File: config.mk
export PLATFORM = sky130hd
export DESIGN_NAME = operand_sequencer
export DESIGN_NICKNAME = d
export VERILOG_FILES = /design/src/rtl/operand_sequencer.sv
export SDC_FILE = /design/constraint.sdc
export NUM_CORES = 1
export LEC_CHECK = 0
export CAP_MARGIN = 20
export CORE_UTILIZATION = 39
export CTS_BUF_LIST = sky130_fd_sc_hd__clkbuf_8
export DETAILED_ROUTE_END_ITERATION = 8
export PLACE_DENSITY = 0.8
export SLEW_MARGIN = 40
export SYNTH_ARGS = -nofsm -noshare
export SYNTH_HDL_FRONTEND = slang
export SYNTH_SLANG_ARGS = --single-unit
File: constraint.sdc
create_clock -name clk_2 -period 1.3 [get_ports clk_2]
set_input_delay 0.26 -clock clk_2 [delete_from_list [all_inputs] [get_ports clk_2]]
set_output_delay 0.26 -clock clk_2 [all_outputs]
set_load 0.03 [all_outputs]
File: src/rtl/operand_sequencer.sv
// Operand entry sequencer: three load strobes capture A, B and F in turn from the
// switches, then valid holds while the complete set drives downstream logic.
//
// state | meaning
// S_A   | waiting for the first operand
// S_B   | waiting for the second operand
// S_F   | waiting for the operation select
// S_RUN | A, B, F complete and valid
module operand_sequencer #(
  parameter int NBITS_OPERATORS   = 3,
  parameter int NBITS_OPER_SELECT = 2,
  parameter int NBITS_COUNT       = 4
) (
  input  logic                                clk_2,
  input  logic                                reset,
  input  logic        [NBITS_OPERATORS-1:0]   data_in,
  input  logic                                load,
  input  logic                                clear,
  output logic signed [NBITS_OPERATORS-1:0]   A,
  output logic signed [NBITS_OPERATORS-1:0]   B,
  output logic        [NBITS_OPER_SELECT-1:0] F,
  output logic                                valid,
  output logic        [1:0]                   stage,
  output logic        [NBITS_COUNT-1:0]       count
);

  typedef enum logic [1:0] {
    S_A   = 2'b00,
    S_B   = 2'b01,
    S_F   = 2'b10,
    S_RUN = 2'b11
  } state_t;

  localparam logic [NBITS_COUNT-1:0] CNT_ONE = {{(NBITS_COUNT-1){1'b0}}, 1'b1};

  state_t                              state_q, state_d;
  logic signed [NBITS_OPERATORS-1:0]   a_q, a_d;
  logic signed [NBITS_OPERATORS-1:0]   b_q, b_d;
  logic        [NBITS_OPER_SELECT-1:0] f_q, f_d;
  logic                                valid_q, valid_d;
  logic        [NBITS_COUNT-1:0]       count_q, count_d;
  logic                                load_q;
  logic                                strobe;

  assign strobe = load & ~load_q;

  // load_q resets high so a load held through reset release is not taken as an edge.
  always_ff @(posedge clk_2 or posedge reset) begin
    if (reset) begin
      state_q <= S_A;
      a_q     <= '0;
      b_q     <= '0;
      f_q     <= '0;
      valid_q <= 1'b0;
      count_q <= '0;
      load_q  <= 1'b1;
    end else begin
      state_q <= state_d;
      a_q     <= a_d;
      b_q     <= b_d;
      f_q     <= f_d;
      valid_q <= valid_d;
      count_q <= count_d;
      load_q  <= load;
    end
  end

  always_comb begin
    state_d = state_q;
    a_d     = a_q;
    b_d     = b_q;
    f_d     = f_q;
    valid_d = valid_q;
    count_d = count_q;
    if (clear) begin
      state_d = S_A;
      a_d     = '0;
      b_d     = '0;
      f_d     = '0;
      valid_d = 1'b0;
    end else if (strobe) begin
      unique case (state_q)
        S_A: begin
          a_d     = data_in;
          state_d = S_B;
        end
        S_B: begin
          b_d     = data_in;
          state_d = S_F;
        end
        S_F: begin
          f_d     = data_in[NBITS_OPER_SELECT-1:0];
          valid_d = 1'b1;
          count_d = count_q + CNT_ONE;
          state_d = S_RUN;
        end
        S_RUN: begin
          a_d     = data_in;
          valid_d = 1'b0;
          state_d = S_B;
        end
        default: state_d = S_A;
      endcase
    end
  end

  assign A     = a_q;
  assign B     = b_q;
  assign F     = f_q;
  assign valid = valid_q;
  assign stage = state_q;
  assign count = count_q;

endmodule

==> After elaboration in Yosys (flattened, before gate mapping) <==
Index checks and enable logic that the tools add are counted.
{ "totals": {"regBits": 16, "inputBits": 7, "output_inout_bits": 15, "word_cells": 41} }
{ "op_classes": {"addsub": 1, "n_eq_ne": 3, "mux": 15, "bitwise_logic": 3, "n_reduce_logical": 12} }
{ "ops": {"columns": ["op", "count"], "rows": [
  ["$mux 3", 6],
  ["$mux 2", 5],
  ["$reduce_and 2->1", 4],
  ["$reduce_bool 2->1", 4],
  ["$pmux 2 s3", 1],
  ["$add 4x1->4 const B", 1],
  ["$eq 2x2->1 const B", 2],
  ["$reduce_and 3->1", 1],
  ["$reduce_bool 3->1", 1],
  ["$eq 2x1->1 const B", 1],
  ["$logic_not 2->1", 1],
  ["$mux 1", 2],
  ["$not 1->1", 2],
  ["$pmux 1 s2", 1],
  ["$reduce_or 2->1", 1],
  ["$and 1x1->1", 1]
]} }

==> Longest topological paths before layout <==
{ "depth": {"word_depth": 5, "mapped_depth": 5, "ltp_nobuf": 5} }

==> Worst setup path before layout <==
OpenSTA, ideal clock, no wires.
{ "synth_timing": {"kind": "reg2reg", "start": "register state_q[1] (netlist: stage[1])", "end": "register count_q[1] (netlist: count[1])", "arrival_time_ps": 1400, "path_slack_ps": -225, "path_stages_with_launch": 4, "synth_period_minus_slack_ps": 1525, "path_cell_list": "dfrtp_1 -> ha_1 -> and4bb_2 -> mux2_2"} }
{ "synth_via": {"elab_chain_cells": 2} }
{ "synth_lines": {"columns": ["item", "line", "source"], "rows": [
  ["start: declaration", "36", "state_t state_q, state_d;"],
  ["start signal: assignment", "58", "state_q <= state_d;"],
  ["$eq 2x2->1", "82", "unique case (state_q)"],
  ["$reduce_and 3->1 (no line)", null, null],
  ["end signal: assignment", "63", "count_q <= count_d;"],
  ["end: declaration", "41", "logic [NBITS_COUNT-1:0] count_q, count_d;"]
]} }
No other way between the ends.
A chain may end at the register's enable or synchronous reset.

==> Worst setup path after layout <==
{ "layout_timing": {"start": "register state_q[0] (netlist: stage[0])", "end": "register count_q[1] (netlist: count[1])"} }
Same word-level chain as after synthesis.

==> impl_metrics.ini <==
[run_status]
status = finished clean

[worst_setup_path]
r2r_start = stage[0]
cp_data_required_time_ps = 1430
slowest_delay_ps = 410
crit_fanout = 4
r2r_end = count[1]
r2r_slack_ps = 10
critPathBufInv = 1
crit_family = flip-flops
crit_chain = inv_2 > ha_4 > and4bb_2 > mux2_4
crit_path_end_kind = flop
reg2regPathDepth = 4
crit_arrival_ps = 1420
cpMaxStageDelayCell = dfrtp_2
startpoint_type = flop
crit_type = flop to flop
cp-startpoint = stage[0]

[clocking]
clockBufferDepth = 2
path_clk_slew_ps = 60
cts_tree = yes
numClockSinks = 16
clk_latency_ps = 240
root_buffer = clkbuf_8
ctsHtreeMaxLevel = 1
cts_buffers = 3

[synthesis]
synth_cell_type_count = 19
synth_area_per_cell_sq_um = 10.7
yosys_register_bits = 16
syn_area_sq_um = 706
syn_nets = 77
yosysSeqAreaShare_pct = 56.9
synth_cells = 66
yosys_warnings = 0

[sta]
drv_slew = 0
whs_ps = 324
fmax_mhz = 776
setup-tns-final_ps = 0
fin_crit_ps = 1290
rsz0062_at_grt = true
skew_ps = 2.24
setup_viol = 0
tightest_slew_ps = 320
min_period_over_period_pct = 99.1
hold_violations = 0
slew_headroom_pct = 78.7

[route]
wirelength_microns = 1520
drtIter0Drc = 7
drc_errors = 0
post_drt_wl_per_cell_microns = 12.4
vias = 579
via_per_inst = 4.71
firstDrtPassIters = 6
ant_nets = 0

[floorplan]
die_height_microns = 44.5
io_pins = 22
die_w_microns = 44.5
start_util_pct = 41.3
coreArea_sq_mm = 0.00171
fp-row-count = 15
die_area_sq_mm = 0.00198

[placed_design]
routabilityCongestion = 0.762
place_area_sq_um = 992
dp_hpwl_microns = 1120
placement.io_buffers = 21
dp_cells = 117

[power_and_ir_drop]
p_switching_mw = 0.392
comb_power_share_pct = 24.5
power_density_mw_per_mm2 = 1260
max-vdd-ir-drop_mv = 0.982
clock_power_share_pct = 31.9
intPower_mw = 0.960
switching_share_pct = 29.0
leakage_nw = 0.517
pwr-share-seq_pct = 43.6

[final_layout]
antennaDiodeCount = 0
final_common_cell = buf_4
area_delta_synth_final_pct = 51.8
nets = 110
final_cells = 123
final_area_sq_mm = 0.00107
drive_gt1_share_pct = 30.6
fill_cells = 148
final_cell_mix = buf_4, dfrtp_1, nand2_1, dlygate4sd2_1, nand3_1

[global_route]
grt_pass1_vias = 588
grt_pass1_wl_microns = 2440
grt-ovfl-total = 0
track_usage_pct = 17.5
grt_antenna_before_repair = 0
grt_max_degree = 17

[run]
cap_violations = 0

[min_path]
hp-class = input port to asynchronous set/reset pin
[flip-flops by register name, summed over array words and instances (netlist names)]
signal	flops
B	3
load_q	1
count	4
F	2
stage	2
A	3
valid	1
[synth_stat cells (all sizes together)]
cell / n / area [sq um]
dfrtp: 15 / 375
nand2: 9 / 33.8
a21oi: 8 / 40.0
nand3: 8 / 40.0
ha: 4 / 50.1
inv: 4 / 15.0
nand3b: 3 / 22.5
nor2: 2 / 7.51
o21ai: 2 / 10.0
xnor2: 2 / 17.5
a221oi: 1 / 8.76
and2b: 1 / 8.76
and4bb: 1 / 12.5
buf: 1 / 7.51
clkbuf: 1 / 3.75
dfstp: 1 / 26.3
mux2: 1 / 11.3
nand4: 1 / 6.26
xor2: 1 / 8.76
[worst register-to-register path, delay by kind of cell, from the launching register on]
family,cells,cell delay (ps)
DFF,1,410
muxes,1,310
and+or+nand+nor,1,280
adders and majority gates,1,120
buffers and inverters,1,60
[per-layer routing]
layer | wire length [microns] | GRT usage, %
met1 | 676 | 20.5
met2 | 780 | 29.4
met3 | 54 | 2.86
met4 | 10 | 11.5
met5 | 0 | 0
[area by class of cell]
class / instances / area (sq um) / area share (%)
clock buffers: 4 / 55.1 / 5.14
inverters: 4 / 15.0 / 1.40
multi-input cells: 44 / 310 / 29.0
flip-flops and latches: 16 / 404 / 37.7
well taps: 25 / 31.3 / 2.92
repair buffers: 30 / 255 / 23.8
[what timing repair did]
item | CTS | global route
pin swaps | 1 | 5
buffers inserted | 1 | 1
setup endpoints to repair | 10 | 6
hold buffers | 0 | 0
gates resized for setup | 9 | 7
cloned | 0 | 0
[power groups by stage]
stage / Sequential [mW] / Clock (mW) / Combinational, mW
after floorplan: 0.678 / 0 / 0.100
after global placement: 0.595 / 0 / 0.315
after detailed placement: 0.597 / 0 / 0.330
after CTS: 0.590 / 0.453 / 0.325
after global routing: 0.598 / 0.464 / 0.356
final: 0.590 / 0.432 / 0.331
[stage by stage]
stage          setup WS (ps)  power [mW]  util, %
6_report                11.9        1.35     62.7
5_1_grt                -20.5        1.42     62.7
4_1_cts                 8.63        1.37     61.1
3_5_place_dp            -251       0.927     58.1
3_3_place_gp            -225       0.909     58.1
2_1_floorplan           -101       0.778        -
[logic make-up after synthesis]
family,after synthesis,share of synthesized area [%]
multiplexers,1,1.60
buffers and inverters,6,3.72
adder cells (fa/ha/maj),4,7.09
AO/OA/AOI/OAI,11,8.33
XOR/XNOR,3,3.72
flip-flops,16,56.9
AND/OR/NAND/NOR,25,18.6
[worst max-delay path by stage]
stage / end / slack, ps / cells past startpoint
finish: count[1] / 10 / 4
detailed placement: count[1] / -250 / 3
global placement: count[1] / -220 / 3
global route: count[1] / -20 / 4
CTS: count[1] / 9 / 4
floorplan: count[1] / -100 / 4
(Power assumes the default switching activity.)
